`config.mk`:
```
export PLATFORM = sky130hd
export DESIGN_NAME = udp_tx_scheduler_flat
export DESIGN_NICKNAME = d
export VERILOG_FILES = /design/src/rtl/udp_pkg.sv /design/src/rtl/udp_tx_scheduler_if.sv /design/src/rtl/rr_arbiter.sv /design/src/rtl/udp_tx_scheduler.sv /design/src/flat_wrapper.sv
export SDC_FILE = /design/constraint.sdc
export NUM_CORES = 1
export LEC_CHECK = 0
export BUFFER_PORTS_ARGS = -buffer_cell sky130_fd_sc_hd__buf_2
export CORE_ASPECT_RATIO = 0.9
export CORE_MARGIN = 3
export CORE_UTILIZATION = 30
export CTS_BUF_LIST = sky130_fd_sc_hd__clkbuf_8
export DETAILED_ROUTE_END_ITERATION = 12
export PLACE_DENSITY_LB_ADDON = 0.05
export SETUP_SLACK_MARGIN = 0.3
export SLEW_MARGIN = 20
export SYNTH_ARGS = -nofsm -noshare
export SYNTH_HDL_FRONTEND = slang
export SYNTH_SLANG_ARGS = --single-unit
export TNS_END_PERCENT = 20
```
`constraint.sdc`:
```
create_clock -name clk -period 6.9 [get_ports clk]
set_input_delay 1.035 -clock clk [delete_from_list [all_inputs] [get_ports clk]]
set_output_delay 1.035 -clock clk [all_outputs]
set_load 0.1 [all_outputs]
```
`src/rtl/udp_pkg.sv`:
```
// Shared definitions for the UDP transmit path: header length, scheduler
// state encoding and the index of each byte within the 8-byte UDP header.
package udp_pkg;

  localparam int UDP_HDR_LEN = 8;

  typedef enum logic [1:0] {
    ST_IDLE,
    ST_HEADER,
    ST_PAYLOAD,
    ST_GAP
  } state_t;

  typedef logic [2:0] hdr_idx_t;

  localparam hdr_idx_t HDR_SRC_HI  = 3'd0;
  localparam hdr_idx_t HDR_SRC_LO  = 3'd1;
  localparam hdr_idx_t HDR_DST_HI  = 3'd2;
  localparam hdr_idx_t HDR_DST_LO  = 3'd3;
  localparam hdr_idx_t HDR_LEN_HI  = 3'd4;
  localparam hdr_idx_t HDR_LEN_LO  = 3'd5;
  localparam hdr_idx_t HDR_CSUM_HI = 3'd6;
  localparam hdr_idx_t HDR_CSUM_LO = 3'd7;

endpackage

```
`src/rtl/udp_tx_scheduler_if.sv`:
```
// Bundle of requester-side and UDP byte-stream signals of udp_tx_scheduler.
//   req/req_src_port/req_dst_port/req_len : datagram requests, slice i per source
//   in_data/in_valid/in_ready             : payload byte streams, slice i per source
//   grant/done/err_len/busy               : arbitration status
//   udp_data/udp_valid/udp_last/udp_ready : merged output byte stream
// slave  = the scheduler side, master = sources plus downstream sink.
interface udp_tx_scheduler_if #(
  parameter int N_REQ = 4
) ();

  logic [N_REQ-1:0]    req;
  logic [16*N_REQ-1:0] req_src_port;
  logic [16*N_REQ-1:0] req_dst_port;
  logic [16*N_REQ-1:0] req_len;
  logic [8*N_REQ-1:0]  in_data;
  logic [N_REQ-1:0]    in_valid;
  logic [N_REQ-1:0]    in_ready;
  logic [N_REQ-1:0]    grant;
  logic [N_REQ-1:0]    done;
  logic                err_len;
  logic [7:0]          udp_data;
  logic                udp_valid;
  logic                udp_last;
  logic                udp_ready;
  logic                busy;

  modport slave (
    input  req, req_src_port, req_dst_port, req_len, in_data, in_valid, udp_ready,
    output in_ready, grant, done, err_len, udp_data, udp_valid, udp_last, busy
  );

  modport master (
    output req, req_src_port, req_dst_port, req_len, in_data, in_valid, udp_ready,
    input  in_ready, grant, done, err_len, udp_data, udp_valid, udp_last, busy
  );

endinterface

```
`src/rtl/rr_arbiter.sv`:
```
// Combinational round-robin selector.
//   req   : request vector
//   ptr   : index searched first; search wraps through N_REQ-1 back to 0
//   gnt   : one-hot winner (0 when no request)
//   valid : any request present
//   idx   : binary index of the winner
module rr_arbiter #(
  parameter int N_REQ = 4
) (
  input  logic [N_REQ-1:0]         req,
  input  logic [$clog2(N_REQ)-1:0] ptr,
  output logic [N_REQ-1:0]         gnt,
  output logic                     valid,
  output logic [$clog2(N_REQ)-1:0] idx
);

  localparam int PTR_W = $clog2(N_REQ);

  always_comb begin
    int unsigned cand;
    cand  = 0;
    gnt   = '0;
    valid = 1'b0;
    idx   = '0;
    for (int unsigned off = 0; off < N_REQ; off++) begin
      cand = (32'(ptr) + off) % N_REQ;
      if (!valid && req[cand]) begin
        valid     = 1'b1;
        idx       = PTR_W'(cand);
        gnt[cand] = 1'b1;
      end
    end
  end

endmodule

```
`src/rtl/udp_tx_scheduler.sv`:
```
// Shares one UDP byte-stream transmit path between N_REQ payload sources.
// Picks a pending datagram round-robin, emits the 8-byte UDP header from the
// winner's latched ports/length, then passes its payload bytes straight
// through, and inserts IFG_CYCLES idle cycles after each datagram.
//   clk, rst : clock, synchronous active-high reset
//   bus      : requester, payload and output stream signals (slave side)
module udp_tx_scheduler #(
  parameter int N_REQ       = 4,
  parameter int MAX_PAYLOAD = 1472,
  parameter int IFG_CYCLES  = 2
) (
  input logic               clk,
  input logic               rst,
  udp_tx_scheduler_if.slave bus
);

  import udp_pkg::*;

  localparam int PTR_W = $clog2(N_REQ);

  state_t           state;
  logic [PTR_W-1:0] rr_ptr;
  logic [PTR_W-1:0] win_idx;
  logic [15:0]      src_r;
  logic [15:0]      dst_r;
  logic [15:0]      len_r;
  logic [15:0]      pay_cnt;
  hdr_idx_t         hdr_idx;
  logic [3:0]       gap_cnt;
  logic [N_REQ-1:0] grant_r;
  logic [N_REQ-1:0] done_r;
  logic             err_r;

  logic [N_REQ-1:0] arb_req;
  logic [N_REQ-1:0] arb_gnt;
  logic             arb_valid;
  logic [PTR_W-1:0] arb_idx;
  logic [15:0]      sel_len;
  logic             len_bad;
  logic [15:0]      udp_len;
  logic             pay_fire;
  logic             pay_last;

  // A requester keeps req high through its done pulse; masking it here stops
  // the same datagram from being arbitrated a second time in that cycle.
  assign arb_req = bus.req & ~done_r;

  rr_arbiter #(.N_REQ(N_REQ)) u_arb (
    .req   (arb_req),
    .ptr   (rr_ptr),
    .gnt   (arb_gnt),
    .valid (arb_valid),
    .idx   (arb_idx)
  );

  assign sel_len  = bus.req_len[int'(arb_idx)*16 +: 16];
  assign len_bad  = (sel_len == 16'd0) || (sel_len > 16'(MAX_PAYLOAD));
  assign udp_len  = len_r + 16'(UDP_HDR_LEN);
  assign pay_fire = (state == ST_PAYLOAD) && bus.in_valid[win_idx] && bus.udp_ready;
  assign pay_last = pay_fire && (pay_cnt == len_r - 16'd1);

  always_comb begin
    bus.udp_data  = '0;
    bus.udp_valid = 1'b0;
    bus.udp_last  = 1'b0;
    bus.in_ready  = '0;
    case (state)
      ST_HEADER: begin
        bus.udp_valid = 1'b1;
        case (hdr_idx)
          HDR_SRC_HI:  bus.udp_data = src_r[15:8];
          HDR_SRC_LO:  bus.udp_data = src_r[7:0];
          HDR_DST_HI:  bus.udp_data = dst_r[15:8];
          HDR_DST_LO:  bus.udp_data = dst_r[7:0];
          HDR_LEN_HI:  bus.udp_data = udp_len[15:8];
          HDR_LEN_LO:  bus.udp_data = udp_len[7:0];
          HDR_CSUM_HI: bus.udp_data = 8'h00;
          HDR_CSUM_LO: bus.udp_data = 8'h00;
          default:     bus.udp_data = 8'h00;
        endcase
      end
      ST_PAYLOAD: begin
        bus.udp_data          = bus.in_data[int'(win_idx)*8 +: 8];
        bus.udp_valid         = bus.in_valid[win_idx];
        bus.udp_last          = (pay_cnt == len_r - 16'd1);
        bus.in_ready[win_idx] = bus.udp_ready;
      end
      default: ;
    endcase
  end

  always_ff @(posedge clk) begin
    if (rst) begin
      state   <= ST_IDLE;
      rr_ptr  <= '0;
      win_idx <= '0;
      src_r   <= '0;
      dst_r   <= '0;
      len_r   <= '0;
      pay_cnt <= '0;
      hdr_idx <= '0;
      gap_cnt <= '0;
      grant_r <= '0;
      done_r  <= '0;
      err_r   <= 1'b0;
    end else begin
      done_r <= '0;
      err_r  <= 1'b0;
      case (state)
        ST_IDLE: begin
          if (arb_valid) begin
            rr_ptr <= (arb_idx == PTR_W'(N_REQ - 1)) ? '0 : arb_idx + PTR_W'(1);
            if (len_bad) begin
              done_r <= arb_gnt;
              err_r  <= 1'b1;
            end else begin
              grant_r <= arb_gnt;
              win_idx <= arb_idx;
              src_r   <= bus.req_src_port[int'(arb_idx)*16 +: 16];
              dst_r   <= bus.req_dst_port[int'(arb_idx)*16 +: 16];
              len_r   <= sel_len;
              hdr_idx <= '0;
              pay_cnt <= '0;
              state   <= ST_HEADER;
            end
          end
        end
        ST_HEADER: begin
          if (bus.udp_ready) begin
            hdr_idx <= hdr_idx + 3'd1;
            if (hdr_idx == HDR_CSUM_LO) state <= ST_PAYLOAD;
          end
        end
        ST_PAYLOAD: begin
          if (pay_fire) begin
            pay_cnt <= pay_cnt + 16'd1;
            if (pay_last) begin
              done_r  <= grant_r;
              grant_r <= '0;
              gap_cnt <= '0;
              state   <= (IFG_CYCLES == 0) ? ST_IDLE : ST_GAP;
            end
          end
        end
        ST_GAP: begin
          gap_cnt <= gap_cnt + 4'd1;
          if (gap_cnt == 4'(IFG_CYCLES - 1)) state <= ST_IDLE;
        end
        default: state <= ST_IDLE;
      endcase
    end
  end

  assign bus.grant   = grant_r;
  assign bus.done    = done_r;
  assign bus.err_len = err_r;
  assign bus.busy    = (state != ST_IDLE);

endmodule

```
`src/flat_wrapper.sv`:
```
// flat-port wrapper written by rule: the top's interface ports become plain ports
module udp_tx_scheduler_flat import udp_pkg::*;
#(
  parameter int N_REQ       = 4,
  parameter int MAX_PAYLOAD = 1472,
  parameter int IFG_CYCLES  = 2
)
  (clk, rst, bus_req, bus_req_src_port, bus_req_dst_port, bus_req_len, bus_in_data, bus_in_valid, bus_udp_ready, bus_in_ready, bus_grant, bus_done, bus_err_len, bus_udp_data, bus_udp_valid, bus_udp_last, bus_busy);
  udp_tx_scheduler_if #(.N_REQ(N_REQ)) bus_i ();
  input logic clk;
  input logic rst;
  input wire logic [$bits(bus_i.req)-1:0] bus_req;
  input wire logic [$bits(bus_i.req_src_port)-1:0] bus_req_src_port;
  input wire logic [$bits(bus_i.req_dst_port)-1:0] bus_req_dst_port;
  input wire logic [$bits(bus_i.req_len)-1:0] bus_req_len;
  input wire logic [$bits(bus_i.in_data)-1:0] bus_in_data;
  input wire logic [$bits(bus_i.in_valid)-1:0] bus_in_valid;
  input wire logic [$bits(bus_i.udp_ready)-1:0] bus_udp_ready;
  output wire logic [$bits(bus_i.in_ready)-1:0] bus_in_ready;
  output wire logic [$bits(bus_i.grant)-1:0] bus_grant;
  output wire logic [$bits(bus_i.done)-1:0] bus_done;
  output wire logic [$bits(bus_i.err_len)-1:0] bus_err_len;
  output wire logic [$bits(bus_i.udp_data)-1:0] bus_udp_data;
  output wire logic [$bits(bus_i.udp_valid)-1:0] bus_udp_valid;
  output wire logic [$bits(bus_i.udp_last)-1:0] bus_udp_last;
  output wire logic [$bits(bus_i.busy)-1:0] bus_busy;
  assign bus_i.req = bus_req;
  assign bus_i.req_src_port = bus_req_src_port;
  assign bus_i.req_dst_port = bus_req_dst_port;
  assign bus_i.req_len = bus_req_len;
  assign bus_i.in_data = bus_in_data;
  assign bus_i.in_valid = bus_in_valid;
  assign bus_i.udp_ready = bus_udp_ready;
  assign bus_in_ready = bus_i.in_ready;
  assign bus_grant = bus_i.grant;
  assign bus_done = bus_i.done;
  assign bus_err_len = bus_i.err_len;
  assign bus_udp_data = bus_i.udp_data;
  assign bus_udp_valid = bus_i.udp_valid;
  assign bus_udp_last = bus_i.udp_last;
  assign bus_busy = bus_i.busy;
  udp_tx_scheduler #(.N_REQ(N_REQ), .MAX_PAYLOAD(MAX_PAYLOAD), .IFG_CYCLES(IFG_CYCLES)) u_core (.clk(clk), .rst(rst), .bus(bus_i));
endmodule
```
# Word level (Yosys, flattened, before mapping)
# Index checks and enable logic that the tools add are counted.
# totals
ram_bits,0
latchBits,0
wordCells,162
regBits,86
rom_bits,0
memories,0
# classes
bitwise_logic,9
n_reduce_logical,31
n_addsub,9
magnitude_cmp,11
shift,4
div_mod_pow,0
n_eq_ne,20
n_mux,66
mul,0
# op_table
cell,count
$shiftx 64x7->16,3
$pmux 8 s7,1
$mux 4,13
$mux 16,3
$pmux 16 s2,1
$shiftx 32x6->8,1
$mux 2,12
$pmux 4 s2,3
$add 16x1->16 const B,1
$add 16x4->16 const B,1
$eq 16x16->1,1
$gt 16x11->1 const B,1
$logic_not 16->1,1
$mux 1,16
$pmux 8 s2,1
$sub 16x1->16 const B,1
$lt 2x3->1 const B,5
$eq 3x3->1 const B,4
$or 4x4->4,3
$logic_and 1x1->1,11
$bmux 1 s2,5
$demux 1 s2,5
$ge 2x1->1 const B,5
$ne 2x1->1 const B,5
other kinds (29),47

# Logic depth before layout (Yosys ltp)
# Gate-level depths: netlist (run 1).
# depth
depth_word,20
mapped_depth,19
mapped_depth_nobuf,14

# Modules after synthesis
# From an unflattened synthesis (run 1), not the netlist that was laid out.
# unflattened
cells_unflattened,754
hier_area_um2,6646.4
# modules_own_cells
mod,n_inst,cells_each,area_each_um2
udp_tx_scheduler,1,709,6227.2
rr_arbiter,1,45,419.2

# Worst setup path before layout (run 1)
# OpenSTA, ideal clock, no wires.
# synth_path
path_kind,input to register
start,input bus_req[0]
end,register u_core.pay_cnt[13]
setup_ns,0.066
n_path_buf,4
path_stages,15
t_arrival_ns,4.324
setup_slack_ns,2.510
required_ns,6.834
path_cell_list,nor2b_1 -> buf_2 -> mux4_2 -> or2_1 -> buf_6 -> nand3_2 -> buf_2 -> mux2_1 -> o32ai_1 -> nor4_1 -> nand3_2 -> a41oi_4 -> buf_6 -> or4_4 -> a21oi_2
# synth_between
elab_chain_len,18
word_cells_on_any_way,30
cone_classes,order compare (1); eq/ne (2); shift (1); mux (16); bitwise (1); reduce/logical (9)
# synth_lines
element,line_no,source
"start, declared",flat_wrapper.sv:12,input wire logic [$bits(bus_i.req)-1:0] bus_req;
$and 4x4->4 *,udp_tx_scheduler.sv:46,assign arb_req = bus.req & ~done_r;
$bmux 1 s2,rr_arbiter.sv:27,if (!valid && req[cand]) begin
$mux 1 (not written as such),rr_arbiter.sv:27,
$mux 1,rr_arbiter.sv:27,
$logic_not 1->1,rr_arbiter.sv:27,
$logic_and 1x1->1,rr_arbiter.sv:27,
$mux 1,rr_arbiter.sv:27,
$logic_not 1->1,rr_arbiter.sv:27,
[2 not listed],-,
$logic_not 1->1,rr_arbiter.sv:27,
$logic_and 1x1->1,rr_arbiter.sv:27,
$mux 2,rr_arbiter.sv:27,
$shiftx 64x7->16,udp_tx_scheduler.sv:56,assign sel_len = bus.req_len[int'(arb_idx)*16 +: 16];
$gt 16x11->1 / $logic_not 16->1 (equally long branches),udp_tx_scheduler.sv:57,assign len_bad = (sel_len == 16'd0) || (sel_len > 16'(MAX_PAYLOAD));
$logic_or 1x1->1,udp_tx_scheduler.sv:57,
$ne 2x2->1 (no line),-,
$reduce_and 4->1 (no line) *,-,
"end signal, assigned",udp_tx_scheduler.sv:136,pay_cnt <= pay_cnt + 16'd1;
"end, declared",udp_tx_scheduler.sv:27,logic [15:0] pay_cnt;
# Every way passes the cells marked *; elsewhere a longest branch is shown, timed or not. The select of a mux whose other input is x is not followed.
# A chain may end at the register's enable or synchronous reset.

# Worst setup path in the final report (run 1)
# layout_path
start,register u_core.rr_ptr[0]
end,register u_core.hdr_idx[2]
# layout_between
elab_chain_len,17
word_cells_on_any_way,32
cone_classes,add/sub (3); order compare (1); eq/ne (2); shift (1); mux (16); reduce/logical (9)
# layout_lines
element,line_no,source
"start, declared",udp_tx_scheduler.sv:22,logic [PTR_W-1:0] rr_ptr;
"start signal, assigned",udp_tx_scheduler.sv:112,rr_ptr <= (arb_idx == PTR_W'(N_REQ - 1)) ? '0 : arb_idx + PTR_W'(1);
"parallel branches: the longest is 16 deep, another holds $add 2x1->2",-,
$reduce_and 4->1 (no line) *,-,
"end signal, assigned",udp_tx_scheduler.sv:130,hdr_idx <= hdr_idx + 3'd1;
"end, declared",udp_tx_scheduler.sv:28,hdr_idx_t hdr_idx;
# Mark *: on every way between the ends. The select of a mux whose other input is x is not followed.

==> run_results.csv, run 1 <==
group,metric,value,unit
synth,synth-seq-cells,86,
clocking,path_clk_slew,0.10,ns
critical_path,crit_fanout,34,
pwr,vdd_drop_max,0.249,mV
route,drtPass1Iterations,5,
grt,antenna_found_initial,0,
route,avgRoutedWirePerCell,18.1,um
clocking,cts_root_buffer,"clkbuf_8",
route,drt_iter0_drc,387,
synth,synth_top_family_by_area,"simple AND/OR/NAND/NOR gates",
critical_path,crit_top_cell,"nand3_2",
cells_and_area,n_fill_cell,2693,
timing,fin_worst_skew,0.0150,ns
synth,yosys.area_share.simple,30.2,%
critical_path,crit_required,7.20,ns
timing,tns,0,ns
critical_path,end_kind,"register",
cells_and_area,multi_input_area,5400,sq um
critical_path,crit_start,"u_core.rr_ptr[0]",
clocking,ctsLongestPathBuffers,2,
timing,setup-violations-final,0,
synth,synth.top_cell.area_share,22.8,%
clocking,cts_sinks,86,
critical_path,slowest_stage,"or2_1",
synth,ys_seq_area_share,22.8,%
critical_path,worstPathCellList,"buf_4 > inv_2 > ha_1 > mux4_2 > or2_1 > nand3_2 > mux2_2 > o221a_2 > nor4_1 > nand3_2 > a41oi_4 > nor2_1 > o32ai_1",
pwr,p_leak,0.00380,uW
synth,synthMuxAreaShare,8.91,%
grt,grt_pass1_wl,44900,um
floorplanning,start_util,30.9,%
critical_path,max_stage_delay,0.69,ns
timing,rsz0062_at_grt,"no",
timing,max_clock_freq,0.181,GHz
synth,synth_compound_area_share,24.4,%
placed_design,portBuffers,258,
cells_and_area,seqCellArea,1720,sq um
cells_and_area,final_nets,1481,
synth,yosys.area_share.adder,4.13,%
status,status,"completed",
grt,grt_pass1_vias,8241,
timing,period_needed,5.53,ns
critical_path,cp-start-kind,"register",
synth,async_reset_ff_share,0,%
synth,synth_edf_count,0,
synth,synth_cell_type_count,74,
critical_path,r2r-start,"u_core.rr_ptr[0]",
clocking,cts_made_buffers,9,
critical_path,crit_arrival,5.83,ns
critical_path,reg2reg_to,"u_core.hdr_idx[2]",
critical_path,crit_family,"simple AND/OR/NAND/NOR gates",
clocking,cts_setup_buffers,0,
grt,grt_overflow,0,
route,drcViolationCount,0,
critical_path,reg2regPathDepth,13,
clocking,hold_buffers,0,
floorplanning,fp.dieH,157,um
critical_path,crit_buf_inv,2,
route,viasPerCell,5.36,
synth,synth-xor-area-share,3.59,%
placed_design,dp_hpwl,21600,um
clocking,cts_tree,"done",
timing,fin_crit_sh,80.2,%
job,cap_violations,0,
worst_hold_path,min_path_type,"register to register",
synth,avgSynthCellArea,7.38,sq um
timing,slew_violations,0,
cells_and_area,antenna_cells,0,
grt,grt_usage,20.2,%
floorplanning,num_io_pins,259,
cells_and_area,drive_gt1_share,27.0,%
clocking,clock_latency,0.38,ns
timing,slew_headroom,31.5,%
floorplanning,core,24500,sq um
critical_path,path_depth,13,
timing,worst_pin_slew,1.03,ns
synth,syn_area,7570,sq um
cells_and_area,areaGrowthSynthToFinish,21.9,%
synth,synth_ff_type,"dfxtp_1",
route,antenna_left,0,
timing,hold_violations,0,
floorplanning,die_w,173,um
floorplanning,num_rows,54,
clocking,cts-htree-levels,3,
synth,ys_top_cells_by_count,"220 x nand2_1, 86 x dfxtp_1, 73 x a21oi_1",
synth,syn-num-nets,1285,
synth,synth_largest_area_cell,"dfxtp_1",
critical_path,critPathKind,"register to register",
timing,whs,0.464,ns
placed_design,gp_congestion,0.858,
floorplanning,die_area,27200,sq um
clocking,cts_resized,0,
synth,synthTopCellsByArea,"dfxtp_1 23%, nand2_1 11%, a21oi_1 4.8%",
route,dr_total_vias,8365,
route,finalWirelength,28200,um
grt,grt_max_degree,84,
critical_path,endpoint,"u_core.hdr_idx[2]",
synth,yosysWarnings,0,
synth,postSynthCellCount,1025,
synth,synth_most_common_cell,"nand2_1",
critical_path,rrSetupSlack,1.37,ns
pwr,power_density,360,nW/um^2
[cells by family (layout without fill, tap and decap cells)]
family | after synthesis | count (layout)
buffers and inverters | 106 | 307
DFF | 86 | 86
and+or+nand+nor | 469 | 469
AOI/OAI and AO/OA | 256 | 256
muxes | 52 | 52
adders and majority gates | 25 | 25
xor gates and xnor gates | 31 | 31
[flip-flops by register name, summed over array words and instances, names as in the netlist]
| register | count |
|---|---|
| u_core.win_idx | 2 |
| u_core.bus.done | 4 |
| u_core.hdr_idx | 3 |
| u_core.pay_cnt | 16 |
| u_core.len_r | 16 |
| u_core.dst_r | 16 |
| u_core.bus.err_len | 1 |
| u_core.gap_cnt | 4 |
| u_core.state | 2 |
| u_core.rr_ptr | 2 |
| u_core.src_r | 16 |
| u_core.bus.grant | 4 |
[power by group]
part | total (uW) | switching [uW] | internal, uW | leakage [uW]
Combinational | 2300 | 1480 | 825 | 0.00300
Clock | 379 | 199 | 180 | 0.000103
Sequential | 644 | 84.1 | 560 | 0.000695
Total | 3320 | 1760 | 1570 | 0.00380
[stage by stage]
step           power, uW  std cells  util, %  setup WS (ns)  instance area (sq um)
2_1_floorplan       2410       1025        -           2.51                   7570
3_5_place_dp        2960       1546     36.8           1.11                   9010
5_1_grt             3630       1562     37.6          0.929                   9220
6_report            3320       1562     37.6           1.37                   9220
3_3_place_gp        2970       1546     36.8           1.19                   9010
4_1_cts             3350       1562     37.6           1.40                   9220
[layout by cell type, fill, tap and decap left out, types with 11 or more instances in the layout]
cell type	netlist	final
nor2_1	47	47
or3_1	13	13
nor3_1	20	20
inv_1	19	18
a311o_1	33	33
a21oi_1	73	73
nor2b_1	19	19
dfxtp_1	86	86
nand2_1	220	220
and3_1	50	50
o211ai_1	17	17
mux2_2	12	12
xnor2_1	24	24
ha_1	25	25
buf_2	14	258
mux2i_1	28	28
nand3_1	32	32
mux4_2	11	11
nor4_1	14	14
o22ai_1	16	16
nand4_1	14	14
buf_4	3	11
o21ai_0	36	35
[metal layers]
metal / GRT usage [%] / wire [um] / part of all wire (%) / vias to the layer above
met1: 26.8 / 12900 / 46 / 3947
met2: 35.2 / 13700 / 48 / 239
met3: 3.59 / 1440 / 5.1 / 11
met4: 2.78 / 148 / 0.52 / 0
li1: - / - / - / 4168
met5: 0 / 0 / 0 / -
[tightest hold or removal path, cell delays in order (launching register included)]
cell     delay [ns]
dfxtp_1        0.32
nand2_1        0.05
a21oi_1        0.05
[cell type report]
cell class              instances  share of cell area (%)
flip-flops and latches         86                    18.7
inverters                      21                   0.855
repair buffers                270                    15.1
multi-input cells             833                    58.6
well taps                     336                    4.56
clock inverters                 6                   0.746
clock buffers                  10                    1.49
[worst min-delay path by stage]
stage	startpoint	end	cells past startpoint
4_1_cts	u_core.src_r[10]	u_core.src_r[10]	2
3_5_place_dp	u_core.src_r[10]	u_core.src_r[10]	2
3_3_place_gp	u_core.dst_r[6]	u_core.dst_r[6]	2
2_1_floorplan	u_core.src_r[3]	u_core.src_r[3]	2
5_1_grt	u_core.src_r[10]	u_core.src_r[10]	2
6_report	u_core.dst_r[10]	u_core.dst_r[10]	2
Power figures use the tool's default switching activity.
==> inputs of run 2 (changes only) <==
- clock period: 6.9 -> 4.7 ns (I/O delays scaled with it)
==> run_results.csv, run 2 (synthesis results as in run 1) <==
group,metric,value,unit
cells_and_area,layout_commonest_cell,"buf_2",
clocking,ctsLongestPathBuffers,2,
timing,slew_headroom,46.0,%
timing,setup_slack,0.570,ns
cells_and_area,drive_gt1_share,28.6,%
critical_path,critPathKind,"register to register",
cells_and_area,antenna_cells,0,
timing,tns,0,ns
floorplanning,start_util,30.9,%
floorplanning,num_io_pins,259,
route,drcViolationCount,0,
timing,worst_pin_slew,0.810,ns
critical_path,crit_required,5.02,ns
pwr,vdd_drop_max,0.367,mV
placed_design,gp_congestion,0.848,
worst_hold_path,min_path_type,"register to register",
grt,grt_pass1_vias,8172,
route,finalWirelength,28300,um
timing,slew_violations,0,
route,drt_iter0_drc,488,
pwr,power_density,535,nW/um^2
grt,grt_usage,20.4,%
cells_and_area,final_nets,1505,
job,cap_violations,0,
route,antenna_left,0,
placed_design,portBuffers,258,
timing,setup-violations-final,0,
critical_path,crit_start,"u_core.rr_ptr[0]",
clocking,cts_root_buffer,"clkbuf_8",
pwr,p_leak,0.00392,uW
placed_design,dp_hpwl,22000,um
critical_path,endpoint,"u_core.dst_r[15]",
clocking,cts_tree,"done",
clocking,cts_sinks,86,
route,dr_total_vias,8407,
placed_design,place_ws,0.225,ns
timing,period_needed,4.13,ns
critical_path,end_kind,"register",
pwr,total_power,5050,uW
critical_path,rrSetupSlack,0.57,ns
clocking,cts_made_buffers,9,
timing,fin_worst_skew,0.0141,ns
critical_path,r2r-start,"u_core.rr_ptr[0]",
floorplanning,die_w,173,um
route,viasPerCell,5.30,
timing,max_clock_freq,0.242,GHz
cells_and_area,stdcell_area,9450,sq um
floorplanning,num_rows,54,
critical_path,reg2reg_to,"u_core.dst_r[15]",
grt,antenna_found_initial,0,
floorplanning,core,24500,sq um
critical_path,crit_fanout,39,
grt,grt_max_degree,65,
floorplanning,die_area,27200,sq um
clocking,clock_latency,0.38,ns
critical_path,reg2regPathDepth,15,
floorplanning,fp.dieH,157,um
route,drtPass1Iterations,5,
clocking,path_clk_slew,0.10,ns
clocking,cts-htree-levels,3,
timing,rsz0062_at_grt,"no",
timing,hold_violations,0,
route,avgRoutedWirePerCell,17.8,um
critical_path,cp-start-kind,"register",
critical_path,crit_arrival,4.45,ns
placed_design,dpl_cell_area,9230,sq um
cells_and_area,areaGrowthSynthToFinish,24.9,%
grt,grt_overflow,0,
status,status,"completed",
cells_and_area,mostFrequentLayoutCells,"258 x buf_2, 220 x nand2_1, 86 x dfxtp_1",
timing,fin_crit_sh,87.9,%
grt,grt_pass1_wl,44900,um
-- run 2: changes by cell type in the layout (fill, tap and decap cells not counted), sizes merged --
cell and change:
buf +24, clkbuf -1, clkinvlp +1
-- run 2: critical path, cell delays in order (launching register included) --
cell	delay [ns]
dfxtp_1	0.36
buf_4	0.36
mux4_2	0.59
or2_1	0.29
buf_4	0.24
nand2_8	0.18
mux2i_1	0.21
a221oi_1	0.10
buf_4	0.15
nor4_4	0.29
a21o_2	0.23
nand4_1	0.14
buf_12	0.25
buf_12	0.18
a311o_1	0.33
a21oi_1	0.13
-- run 2: worst min-delay path by stage --
stage                          from               to  slack [ns]  cells past startpoint
floorplan           u_core.src_r[3]  u_core.src_r[3]        0.43                      2
global placement    u_core.dst_r[6]  u_core.dst_r[6]        0.45                      2
detailed placement  u_core.dst_r[5]  u_core.dst_r[5]        0.45                      2
CTS                 u_core.dst_r[6]  u_core.dst_r[6]        0.46                      2
global route        u_core.dst_r[5]  u_core.dst_r[5]        0.49                      2
finish              u_core.dst_r[6]  u_core.dst_r[6]        0.46                      2
-- run 2: area by class of cell --
class                      count  area, sq um
multi-input combinational    833         5420
tap                          336          420
clock buffer                   9          124
fill                        2690        15100
clock inverter                 7         72.6
inverter                      21         78.8
timing repair buffer         294         1610
sequential                    86         1720
-- run 2: per-stage QoR --
stage | hold slack [ns] | utilization [%] | cells
after global routing | 0.495 | 38.5 | 1586
after CTS | 0.464 | 38.4 | 1586
after global placement | 0.449 | 37.6 | 1570
final | 0.463 | 38.5 | 1586
after floorplan | 0.433 | - | 1025
after detailed placement | 0.449 | 37.6 | 1570
-- run 2: layer usage --
metal / vias to the layer above / global-route usage, % / share of wire [%]
met2: 227 / 35.3 / 48
met3: 20 / 3.81 / 4.5
met4: 0 / 3.59 / 1.2
met1: 3937 / 26.8 / 46
met5: - / 0 / 0
li1: 4223 / - / -
-- run 2: timing repair --
item	4_1_cts	5_1_grt
endpoints found under the setup margin	0	36
resized for setup	0	5
hold buffers	0	0
setup buffers	0	0
hold endpoints to repair	0	0
-- run 2: power breakdown --
group          switching (uW)  internal [uW]  total [uW]
sequential                107            823         930
clock                     292            247         539
combinational            2240           1340        3580
==> inputs of run 3 (changes only) <==
==> constraint.sdc (replaced) <==
create_clock -name clk -period 4.7 [get_ports clk]
set_input_delay 0.47 -clock clk [delete_from_list [all_inputs] [get_ports clk]]
set_output_delay 0.47 -clock clk [all_outputs]
set_load 0.1 [all_outputs]
==> run_results.csv, run 3 (synthesis results as in run 1) <==
group,metric,value,unit
timing,slew_violations,0,
route,drt_iter0_drc,474,
pwr,vdd_drop_max,0.310,mV
cells_and_area,drive_gt1_share,29.0,%
cells_and_area,mostFrequentLayoutCells,"258 x buf_2, 220 x nand2_1, 86 x dfxtp_1",
critical_path,rrSetupSlack,0.55,ns
clocking,path_clk_slew,0.10,ns
floorplanning,die_area,27200,sq um
timing,period_needed,4.15,ns
clocking,cts_made_buffers,9,
clocking,clock_latency,0.38,ns
route,antenna_left,0,
grt,grt_pass1_vias,8119,
critical_path,critPathKind,"register to register",
cells_and_area,areaGrowthSynthToFinish,25.4,%
clocking,cts_setup_buffers,0,
placed_design,dp_hpwl,21800,um
route,avgRoutedWirePerCell,17.9,um
worst_hold_path,min-delay-start,"u_core.dst_r[8]",
clocking,cts_sinks,86,
placed_design,place_ws,0.327,ns
timing,max_clock_freq,0.241,GHz
critical_path,r2r-start,"u_core.rr_ptr[0]",
cells_and_area,antenna_cells,0,
timing,hold_violations,0,
clocking,cts_resized,0,
timing,tns,0,ns
grt,grt_pass1_wl,44000,um
grt,antenna_found_initial,0,
grt,grt_max_degree,65,
placed_design,gp_congestion,0.820,
clocking,cts_tree,"done",
critical_path,crit_start,"u_core.rr_ptr[0]",
clocking,hold_buffers,0,
critical_path,end_kind,"register",
critical_path,crit_required,5.02,ns
floorplanning,die_w,173,um
cells_and_area,n_fill_cell,2653,
clocking,cts-htree-levels,3,
job,cap_violations,0,
clocking,cts_root_buffer,"clkbuf_8",
route,drtPass1Iterations,7,
route,finalWirelength,28400,um
clocking,ctsLongestPathBuffers,2,
critical_path,reg2regPathDepth,16,
floorplanning,fp.dieH,157,um
status,status,"completed",
floorplanning,core,24500,sq um
route,drcViolationCount,0,
pwr,p_leak,0.00393,uW
critical_path,crit_fanout,35,
grt,grt_overflow,0,
timing,setup-violations-final,0,
placed_design,portBuffers,258,
worst_hold_path,whs_path_depth,2,
floorplanning,num_io_pins,259,
timing,slew_headroom,41.0,%
critical_path,cp-start-kind,"register",
worst_hold_path,min_path_type,"register to register",
timing,worst_pin_slew,0.885,ns
cells_and_area,layout_commonest_cell,"buf_2",
timing,fin_crit_sh,88.4,%
grt,grt_usage,19.9,%
critical_path,crit_arrival,4.47,ns
timing,setup_slack,0.545,ns
route,viasPerCell,5.30,
floorplanning,num_rows,54,
route,dr_total_vias,8424,
cells_and_area,final_nets,1507,
timing,fin_worst_skew,0.0185,ns
floorplanning,start_util,30.9,%
pwr,power_density,536,nW/um^2
timing,rsz0062_at_grt,"no",
-- run 3: changes by cell type in the layout (fill, tap and decap cells not counted), moves of 2 or more --
cell | before | now
buf_12 | 4 | 2
buf_4 | 32 | 34
clkinvlp_4 | 2 | 0
nor2_1 | 45 | 47
nor2_2 | 2 | 0
-- run 3: report_power, final --
group	internal, uW	switching (uW)	leakage [uW]	total, uW
clock network	253	305	0.000106	558
registers	823	106	0.000695	928
logic	1350	2250	0.00313	3600
total	2430	2660	0.00393	5080
-- run 3: layer usage --
layer	GRT usage [%]	vias up	wire length (um)
met5	0	-	0
met3	2.69	18	1250
met4	3.90	0	301
li1	-	4232	-
met2	34.1	226	13600
met1	27.1	3948	13200
-- run 3: layout make-up --
| type | count | area, sq um | area share (%) |
|---|---|---|---|
| Clock inverter | 7 | 77.6 | 0.817 |
| Inverter | 21 | 78.8 | 0.831 |
| Timing Repair Buffer | 295 | 1600 | 16.8 |
| Clock buffer | 9 | 124 | 1.31 |
| Multi-Input combinational cell | 834 | 5470 | 57.6 |
| Sequential cell | 86 | 1720 | 18.1 |
| Tap cell | 336 | 420 | 4.43 |
-- run 3: path summary, 6_finish.rpt --
check	end
setup / recovery	u_core.src_r[0]
hold / removal	u_core.dst_r[8]
setup reg to reg	u_core.src_r[0]
hold reg to reg	u_core.dst_r[8]
-- run 3: through the flow --
step / power (uW) / instance area [sq um] / hold slack (ns) / instances / utilization, %
6_report: 5080 / 9490 / 0.463 / 1588 / 38.7
4_1_cts: 5050 / 9420 / 0.458 / 1587 / 38.4
3_5_place_dp: 4470 / 9220 / 0.447 / 1571 / 37.6
3_3_place_gp: 4480 / 9220 / 0.451 / 1571 / 37.6
2_1_floorplan: 3540 / 7570 / 0.433 / 1025 / -
5_1_grt: 5540 / 9490 / 0.479 / 1588 / 38.7
-- run 3: worst max-delay path, stage by stage (launching register included) --
cell and delay (ns):
dfxtp_1 0.34, inv_2 0.06, buf_4 0.21, mux4_2 0.59
or2_1 0.35, nand3_4 0.15, buf_4 0.18, mux2_1 0.36
o32ai_2 0.30, nor4_1 0.08, buf_4 0.16, nand3_2 0.17
nand4_1 0.17, buf_12 0.25, buf_4 0.21, a311o_1 0.35
a21oi_1 0.12
